==> config.mk <==
export PLATFORM = sky130hd
export DESIGN_NAME = pulso_sched_flat
export DESIGN_NICKNAME = d
export VERILOG_FILES = /design/src/rtl/pulso_sched_if.sv /design/src/rtl/pulso_sched.sv /design/src/flat_wrapper.sv
export SDC_FILE = /design/constraint.sdc
export NUM_CORES = 1
export LEC_CHECK = 0
export ABC_AREA = 1
export BUFFER_PORTS_ARGS = -buffer_cell sky130_fd_sc_hd__buf_2
export CAP_MARGIN = 20
export CORE_UTILIZATION = 42
export DETAILED_ROUTE_END_ITERATION = 10
export GPL_TIMING_DRIVEN = 0
export PLACE_DENSITY = 0.71
export SYNTH_ARGS = -nofsm -noshare
export SYNTH_HDL_FRONTEND = slang
export SYNTH_SLANG_ARGS = --single-unit
==> constraint.sdc <==
create_clock -name Clk -period 2 [get_ports Clk]
set_input_delay 0.2 -clock Clk [delete_from_list [all_inputs] [get_ports Clk]]
set_output_delay 0.2 -clock Clk [all_outputs]
set_load 0.005 [all_outputs]
==> src/rtl/pulso_sched_if.sv <==
// pulso_sched_if: request/grant/timer bundle between requesters and the pulso_sched timer.
// The requester side drives Req/Dly/Cancel; the scheduler returns grant, completion and count.
interface pulso_sched_if #(
    parameter int unsigned NREQ = 4,
    parameter int unsigned CW   = 18
);
    logic [NREQ-1:0]    Req;
    logic [NREQ*CW-1:0] Dly;
    logic               Cancel;
    logic [NREQ-1:0]    Gnt;
    logic [NREQ-1:0]    Ack;
    logic               Mo;
    logic               Busy;
    logic [CW-1:0]      Cnt;

    modport master (
        output Req, Dly, Cancel,
        input  Gnt, Ack, Mo, Busy, Cnt
    );

    modport slave (
        input  Req, Dly, Cancel,
        output Gnt, Ack, Mo, Busy, Cnt
    );
endinterface

==> src/rtl/pulso_sched.sv <==
// pulso_sched: NREQ requesters share one down-counter; winner's delay is counted out, then Ack/Mo pulse.
// Define PULSO_SCHED_RR_EN for round-robin arbitration; otherwise lowest index wins.
module pulso_sched #(
    parameter int unsigned NREQ = 4,
    parameter int unsigned CW   = 18
) (
    input  logic         Clk,
    input  logic         Clr_n,
    pulso_sched_if.slave bus
);
    localparam int unsigned     IW      = (NREQ > 1) ? $clog2(NREQ) : 1;
    localparam logic [NREQ-1:0] OneHot0 = NREQ'(1);
    localparam logic [CW-1:0]   CntOne  = CW'(1);

    typedef enum logic [1:0] {StIdle, StRun, StDone} state_e;

    state_e          r_state, w_state_nxt;
    logic [CW-1:0]   r_cnt, w_cnt_nxt;
    logic [NREQ-1:0] r_gnt, w_gnt_nxt;
    logic [NREQ-1:0] r_ack, w_ack_nxt;
    logic [IW-1:0]   r_win, w_win_nxt;
    logic            r_mo, r_busy, r_rst_ok;
    logic [IW-1:0]   w_pick, w_idx;
    logic            w_found;
    logic [CW-1:0]   w_dly;
`ifdef PULSO_SCHED_RR_EN
    logic [IW-1:0]   r_last, w_last_nxt;
`endif

    always_comb begin
        w_found = 1'b0;
        w_pick  = '0;
        w_idx   = '0;
        for (int unsigned k = 0; k < NREQ; k++) begin
`ifdef PULSO_SCHED_RR_EN
            w_idx = IW'((32'(r_last) + 32'd1 + k) % NREQ);
`else
            w_idx = IW'(k);
`endif
            if (!w_found && bus.Req[w_idx]) begin
                w_found = 1'b1;
                w_pick  = w_idx;
            end
        end
    end

    assign w_dly = CW'(bus.Dly >> (32'(w_pick) * CW));

    always_comb begin
        w_state_nxt = r_state;
        w_cnt_nxt   = r_cnt;
        w_gnt_nxt   = r_gnt;
        w_ack_nxt   = '0;
        w_win_nxt   = r_win;
`ifdef PULSO_SCHED_RR_EN
        w_last_nxt  = r_last;
`endif
        unique case (r_state)
            StIdle: begin
                // r_rst_ok holds off the first edge after reset release
                if (r_rst_ok && w_found) begin
                    w_state_nxt = StRun;
                    w_gnt_nxt   = OneHot0 << w_pick;
                    w_win_nxt   = w_pick;
                    w_cnt_nxt   = (w_dly == '0) ? CntOne : w_dly;
                end
            end
            StRun: begin
                if (bus.Cancel || !bus.Req[r_win]) begin
                    w_state_nxt = StIdle;
                    w_gnt_nxt   = '0;
                    w_cnt_nxt   = '0;
`ifdef PULSO_SCHED_RR_EN
                    w_last_nxt  = r_win;
`endif
                end else if (r_cnt == CntOne) begin
                    w_state_nxt = StDone;
                    w_gnt_nxt   = '0;
                    w_cnt_nxt   = '0;
                    w_ack_nxt   = OneHot0 << r_win;
`ifdef PULSO_SCHED_RR_EN
                    w_last_nxt  = r_win;
`endif
                end else begin
                    w_cnt_nxt = r_cnt - CntOne;
                end
            end
            StDone: w_state_nxt = StIdle;
            default: begin
                w_state_nxt = StIdle;
                w_gnt_nxt   = '0;
                w_cnt_nxt   = '0;
            end
        endcase
    end

    always_ff @(posedge Clk or negedge Clr_n) begin
        if (!Clr_n) begin
            r_state  <= StIdle;
            r_cnt    <= '0;
            r_gnt    <= '0;
            r_ack    <= '0;
            r_win    <= '0;
            r_mo     <= 1'b0;
            r_busy   <= 1'b0;
            r_rst_ok <= 1'b0;
`ifdef PULSO_SCHED_RR_EN
            r_last   <= IW'(NREQ - 1);
`endif
        end else begin
            r_state  <= w_state_nxt;
            r_cnt    <= w_cnt_nxt;
            r_gnt    <= w_gnt_nxt;
            r_ack    <= w_ack_nxt;
            r_win    <= w_win_nxt;
            r_mo     <= |w_ack_nxt;
            r_busy   <= (w_state_nxt != StIdle);
            r_rst_ok <= 1'b1;
`ifdef PULSO_SCHED_RR_EN
            r_last   <= w_last_nxt;
`endif
        end
    end

    assign bus.Gnt  = r_gnt;
    assign bus.Ack  = r_ack;
    assign bus.Mo   = r_mo;
    assign bus.Busy = r_busy;
    assign bus.Cnt  = r_cnt;
endmodule

==> src/flat_wrapper.sv <==
// flat-port wrapper written by rule: the top's interface ports become plain ports
module pulso_sched_flat 
#(
    parameter int unsigned NREQ = 4,
    parameter int unsigned CW   = 18
)
  (Clk, Clr_n, bus_Req, bus_Dly, bus_Cancel, bus_Gnt, bus_Ack, bus_Mo, bus_Busy, bus_Cnt);
  pulso_sched_if #(.NREQ(NREQ), .CW(CW)) bus_i ();
  input  logic Clk;
  input  logic Clr_n;
  input wire logic [$bits(bus_i.Req)-1:0] bus_Req;
  input wire logic [$bits(bus_i.Dly)-1:0] bus_Dly;
  input wire logic [$bits(bus_i.Cancel)-1:0] bus_Cancel;
  output wire logic [$bits(bus_i.Gnt)-1:0] bus_Gnt;
  output wire logic [$bits(bus_i.Ack)-1:0] bus_Ack;
  output wire logic [$bits(bus_i.Mo)-1:0] bus_Mo;
  output wire logic [$bits(bus_i.Busy)-1:0] bus_Busy;
  output wire logic [$bits(bus_i.Cnt)-1:0] bus_Cnt;
  assign bus_i.Req = bus_Req;
  assign bus_i.Dly = bus_Dly;
  assign bus_i.Cancel = bus_Cancel;
  assign bus_Gnt = bus_i.Gnt;
  assign bus_Ack = bus_i.Ack;
  assign bus_Mo = bus_i.Mo;
  assign bus_Busy = bus_i.Busy;
  assign bus_Cnt = bus_i.Cnt;
  pulso_sched #(.NREQ(NREQ), .CW(CW)) u_core (.Clk(Clk), .Clr_n(Clr_n), .bus(bus_i));
endmodule
== Word-level counts from Yosys, hierarchy flattened ==
Cells that the tools add are included.

* Bits in registers: 33
* Latch bits: 0
* Bits in writable memories: 0
* ROM bits: 0
* Bits of input ports: 79
* Output and inout bits: 28
* Logic and storage cells: 61
* Memories: 0

* Add/sub/neg operators: 1
* Multipliers: 1
* Divide/modulo/power cells: 0
* Order comparisons: 1
* Eq/ne operators: 5
* Shifts and indexed selects: 3
* Muxes and demuxes: 25
* Bitwise operators: 1
* Reduce and logical (&&, ||, !) cells: 16

{| class="wikitable"
|+ Operators with widths
! kind !! count
|-
| 2-to-1 mux 18 bit || 4
|-
| right shift 72 x 7 -> 18 bit || 1
|-
| case mux 18 bit (3 select lines) || 1
|-
| 2-to-1 mux 4 bit || 6
|-
| equality test 18 x 1 -> 1 bit (second input constant) || 1
|-
| zero test 18 bit || 1
|-
| subtractor 18 x 1 -> 18 bit (second input constant) || 1
|-
| case mux 4 bit (3 select lines) || 1
|-
| 2-to-1 mux 2 bit || 5
|-
| left shift 1 x 2 -> 4 bit (first input constant) || 2
|-
| multiplier 2 x 4 -> 6 bit (second input constant) || 1
|-
| 2-to-1 mux 1 bit || 6
|-
| logical AND 1 bit || 4
|-
| zero test 1 bit || 4
|-
| case mux 2 bit (2 select lines) || 1
|-
| AND reduction 2 bit || 2
|-
| OR reduction 4 bit || 1
|-
| less-than comparator 2 x 3 -> 1 bit (second input constant) || 1
|-
| != test 3 x 1 -> 1 bit (second input constant) || 1
|-
| AND reduction 3 bit || 1
|-
| binary-select mux 1 bit (select 2 bit) || 1
|-
| equality test 2 x 1 -> 1 bit (second input constant) || 1
|-
| equality test 2 bit (second input constant) || 1
|-
| zero test 2 bit || 1
|-
| other kinds (4) || 4
|}

== Depth between registers and ports, before layout ==
* Depth in word-level cells: 16
* Depth in mapped cells: 16
* Mapped depth without buffers: 14

== Least setup slack after synthesis ==
OpenSTA, ideal clock, no wires.

* Path kind: reg-to-reg
* From: register u_core.r_cnt[13], in the netlist u_core.bus.Cnt[13]
* To: register u_core.r_cnt[4], in the netlist u_core.bus.Cnt[4]
* Library setup time: 0.131 ns
* Data arrival time: 1.527 ns
* Data required time: 1.869 ns
* Setup slack: 0.343 ns
* Stages on the path, launching flop included: 10
* Buffers on the path: 1
* Clock period less this slack: 1.657 ns
* Cells stage by stage: dfrtp_1 inv_1 nand2_1 nor3_1 nand4_1 nand4_2 buf_2 o22ai_1 nand2_1 o21ai_0

* Word-level cells in the longest chain between the ends: 4

{| class="wikitable"
|+ RTL lines
! what !! RTL line !! text
|-
| start: declaration || pulso_sched.sv:18 || <nowiki>logic [CW-1:0] r_cnt, w_cnt_nxt;</nowiki>
|-
| start signal: assignment || pulso_sched.sv:112 || <nowiki>r_cnt <= w_cnt_nxt;</nowiki>
|-
| equality test 18 x 1 -> 1 bit || pulso_sched.sv:76 || <nowiki>end else if (r_cnt == CntOne) begin</nowiki>
|-
| 2-to-1 mux 18 bit || pulso_sched.sv:76 ||
|-
| 2-to-1 mux 18 bit || pulso_sched.sv:69 || <nowiki>if (bus.Cancel || !bus.Req[r_win]) begin</nowiki>
|-
| case mux 18 bit (3 select lines) || pulso_sched.sv:58 || <nowiki>unique case (r_state)</nowiki>
|}

No other way between the ends.
A chain may end at the register's enable or synchronous reset.

== Worst setup path in the final report ==
* From: register u_core.r_cnt[2], in the netlist u_core.bus.Cnt[2]
* To: register u_core.r_cnt[11], in the netlist u_core.bus.Cnt[11]

* Word-level cells in the longest chain between the ends: 4
* Elaborated cells between the ends (all ways): 5
* Those cells by class: add/sub: 1; eq/ne: 1; mux: 3

{| class="wikitable"
|+ RTL lines
! what !! RTL line
|-
| subtractor 18 x 1 -> 18 bit or equality test 18 x 1 -> 1 bit (tied branches) || pulso_sched.sv:85, pulso_sched.sv:76
|-
| 2-to-1 mux 18 bit (*) || pulso_sched.sv:76
|-
| 2-to-1 mux 18 bit (*) || pulso_sched.sv:69
|-
| case mux 18 bit (3 select lines) (*) || pulso_sched.sv:58
|}

Mark *: on every way between the ends. The rest lies on a longest branch, timed or not.

==> results.cfg <==
[drt]
via_per_inst = 5.06
wl_um = 8200
antenna_left = 0
drt-wirelength-per-cell_um = 14.0
detail_route.first_pass.iterations = 5
routed-via-count = 2969
drt_first_iter_violations = 155
route.detailed.drc = 0

[status]
outcome = finished clean

[floorplanning]
initial_core_util_pct = 43.5
die_area_um2 = 6410
design.core.area_um2 = 5890
io-pin-count = 107
die_width_um = 80.1
core.rowCount = 28
floorplan.die.height_um = 80.1

[synthesis]
ys.flop_type = sky130_fd_sc_hd__dfrtp_1
yosys_register_bits = 33
ys_top_cells_by_area = sky130_fd_sc_hd__dfrtp_1, sky130_fd_sc_hd__nand2_1, sky130_fd_sc_hd__nand3_1
synth.largest_area_cell = sky130_fd_sc_hd__dfrtp_1
yosysSeqAreaShare_pct = 32.3
syn-mean-instance-area_um2 = 6.48
yosys.area_share.adder_pct = 0.978
yosysMostFrequentCell = sky130_fd_sc_hd__nand2_1
synthArstFlopShare_pct = 100
synth.yosys.warnings = 0
muxShareOfSynthArea_pct = 0
post_synth_inst_count = 395
synth_top_family_by_area = simple AND/OR/NAND/NOR gates
postSynthNetCount = 476
synth_common_cells = sky130_fd_sc_hd__nand2_1, sky130_fd_sc_hd__nand3_1, sky130_fd_sc_hd__inv_1
synthesis.area_um2 = 2560
proportion_of_netlist_area_held_by_the_largest_area_contributor_pct = 32.3
netlist-cell-type-count = 30
post_synth_edffs = 0
yosys.area_share.xor_xnor_pct = 4.79
synth-compound-area-share_pct = 9.14
post_synth_and_or_nand_nor_area_fraction_pct = 41.2

[setup_path]
type_of_origin_of_the_critical_path = flop
timing.critical_path.to_type = flop
slowest_stage = sky130_fd_sc_hd__dfrtp_2
critPathArrivalTime_ns = 2.05
worst_path_dominant_cell_family = simple AND/OR/NAND/NOR gates
crit_buf_inv = 1
critical_path_class = reg2reg
crit_path_frequent_cell = sky130_fd_sc_hd__nand2_1
critical_path.max_fanout = 5
worst_path_largest_cell_delay_ns = 0.45
crit_chain = nor2_1, nand2_1, nor2_1, inv_1, nor3_1, nand2_1, xor2_1, o22ai_1, nand2_1, o21ai_0
required_ns = 2.19

[clock_network]
clkSinkCount = 33
number_of_buffers_created_by_cts = 5
clkSlewWorstSetupHoldPaths_ns = 0.07
cts_root_buffer = sky130_fd_sc_hd__clkbuf_8
clock_tree_from_tritoncts = built
cts-htree-levels = 2
cts_max_path_buffers = 2
clock_insertion_delay_worst_skew_ns = 0.29

[hold_path]
hold_class = in2reg

[cells_and_area]
area_delta_synth_final_pct = 32.6
post-route-cell-area_um2 = 3390
post_route_cells_drive_above_1_share_pct = 30.3
n_antenna_cell = 0
layoutNonFillerInstCount = 587
filler_cell_count = 579
num-nets-final = 592

[placed_design]
port_buffers = 105
placed_cell_area_um2 = 3180
place.gp.congestion = 0.844
dp_hpwl_um = 6350
dpl.cell_count = 575

[grt]
track_usage_pct = 26.2
grt_overflow_total = 0
grt_max_degree = 34
antenna_found_initial = 0
grt_first_pass_wirelength_um = 12900
number_of_global_route_vias_before_repair = 2760

[timing]
setup-tns-final_ns = 0
timing_max_transition_violations_final = 0
max_slew.worst_pin.slew_ns = 0.737
fin_crit_ns = 1.86
clock-skew-final_ns = 0.00416
achievable-frequency_ghz = 0.539
worst_slew_margin_relative_to_its_limit_pct = 50.9
final_setup_violation_count = 0
final.period_utilization_pct = 92.8
final-hold-violation-count = 0

[pwr]
power_per_cell_area_nw_per_um2 = 799
max-vdd-ir-drop_mv = 0.636
static-leakage-power_nw = 1.86

[job]
cap_viol_max_count = 0
## cells by family after synthesis
group,after synthesis
AO/OA/AOI/OAI,42
other,1
AND/OR/NAND/NOR,235
adder cells (fa/ha/maj),2
flip-flops,33
XOR/XNOR,14
buffers and inverters,68
## layer usage
layer	track usage (%)	vias up	share of wire [%]
li1	-	1502	-
met1	33.2	1359	44
met2	45.7	98	48
met3	4.55	10	6.2
met4	6.96	0	1.3
met5	0	-	0
## power by group
| part | switching (mW) | internal (mW) | leakage [nW] |
|---|---|---|---|
| clock | 0.250 | 0.495 | 0.0681 |
| sequential | 0.131 | 0.784 | 0.428 |
| combinational | 0.625 | 0.424 | 1.36 |
## cells in the final DEF, fill, tap and decap left out, types with 5 or more instances in the layout
cell	count
sky130_fd_sc_hd__clkbuf_1	6
sky130_fd_sc_hd__nand2_1	100
sky130_fd_sc_hd__buf_2	108
sky130_fd_sc_hd__nand3_1	55
sky130_fd_sc_hd__nand4_1	6
sky130_fd_sc_hd__nor2_1	41
sky130_fd_sc_hd__inv_1	49
sky130_fd_sc_hd__clkbuf_8	5
sky130_fd_sc_hd__xor2_1	12
sky130_fd_sc_hd__dfrtp_1	32
sky130_fd_sc_hd__nor2_2	13
sky130_fd_sc_hd__o21ai_0	23
sky130_fd_sc_hd__nor3_1	7
sky130_fd_sc_hd__o22ai_1	13
## final timing paths
check | slack [ns] | cells past startpoint | to | start
max | 0.14 | 10 | u_core.bus.Cnt[11]$_DFFE_PN0P_ | u_core.bus.Cnt[2]$_DFFE_PN0P_
min | 0.25 | 4 | u_core.bus.Mo$_DFF_PN0_ | bus_Cancel
max reg2reg | 0.14 | 10 | u_core.bus.Cnt[11]$_DFFE_PN0P_ | u_core.bus.Cnt[2]$_DFFE_PN0P_
min reg2reg | 0.51 | 2 | u_core.bus.Gnt[0]$_DFFE_PN0P_ | u_core.bus.Gnt[0]$_DFFE_PN0P_
max in group asynchronous | 0.95 | 2 | u_core.bus.Cnt[2]$_DFFE_PN0P_ | Clr_n
min in group asynchronous | 0.52 | 2 | u_core.bus.Cnt[3]$_DFFE_PN0P_ | Clr_n
## area by class of cell
class / count / area, um^2 / area share, %
Multi-Input combinational cell: 294 / 1480 / 43.7
Sequential cell: 33 / 827 / 24.4
Timing Repair Buffer: 109 / 558 / 16.4
Inverter: 53 / 199 / 5.86
Buffer: 15 / 97.6 / 2.88
Tap cell: 75 / 93.8 / 2.77
Clock buffer: 5 / 68.8 / 2.03
Clock inverter: 3 / 65.1 / 1.92
## sequential cells by signal (all words and copies together) (netlist names)
| register | cells |
|---|---|
| u_core.r_win | 2 |
| u_core.bus.Ack | 4 |
| u_core.bus.Mo | 1 |
| u_core.r_state | 2 |
| u_core.bus.Gnt | 4 |
| u_core.r_rst_ok | 1 |
| u_core.bus.Busy | 1 |
| u_core.bus.Cnt | 18 |
## worst min-delay path, stage by stage
cell                      delay, ns
sky130_fd_sc_hd__buf_2         0.07
sky130_fd_sc_hd__inv_1         0.07
sky130_fd_sc_hd__nand2_1       0.11
sky130_fd_sc_hd__nor3_1        0.05
## repair_timing
| item | 4_1_cts | 5_1_grt |
|---|---|---|
| endpoints found under the hold margin | 22 | 0 |
| gates resized for setup | 1 | 11 |
| endpoints found under the setup margin | 7 | 19 |
| buffers inserted | 1 | 2 |
| pin swaps | 1 | 2 |
| hold buffers | 1 | 0 |
## stage by stage
stage               hold WS (ns)  utilization (%)  setup WS (ns)  total power, mW
floorplan                -0.0956                -          0.343             1.54
global placement           0.302             54.0        -0.0649             1.90
detailed placement         0.306             54.0        -0.0530             1.91
CTS                        0.250             56.7         0.0363             2.68
global route               0.301             57.7        -0.0271             2.91
finish                     0.251             57.7          0.144             2.71
Note: power is estimated with default switching activity, not from simulation.
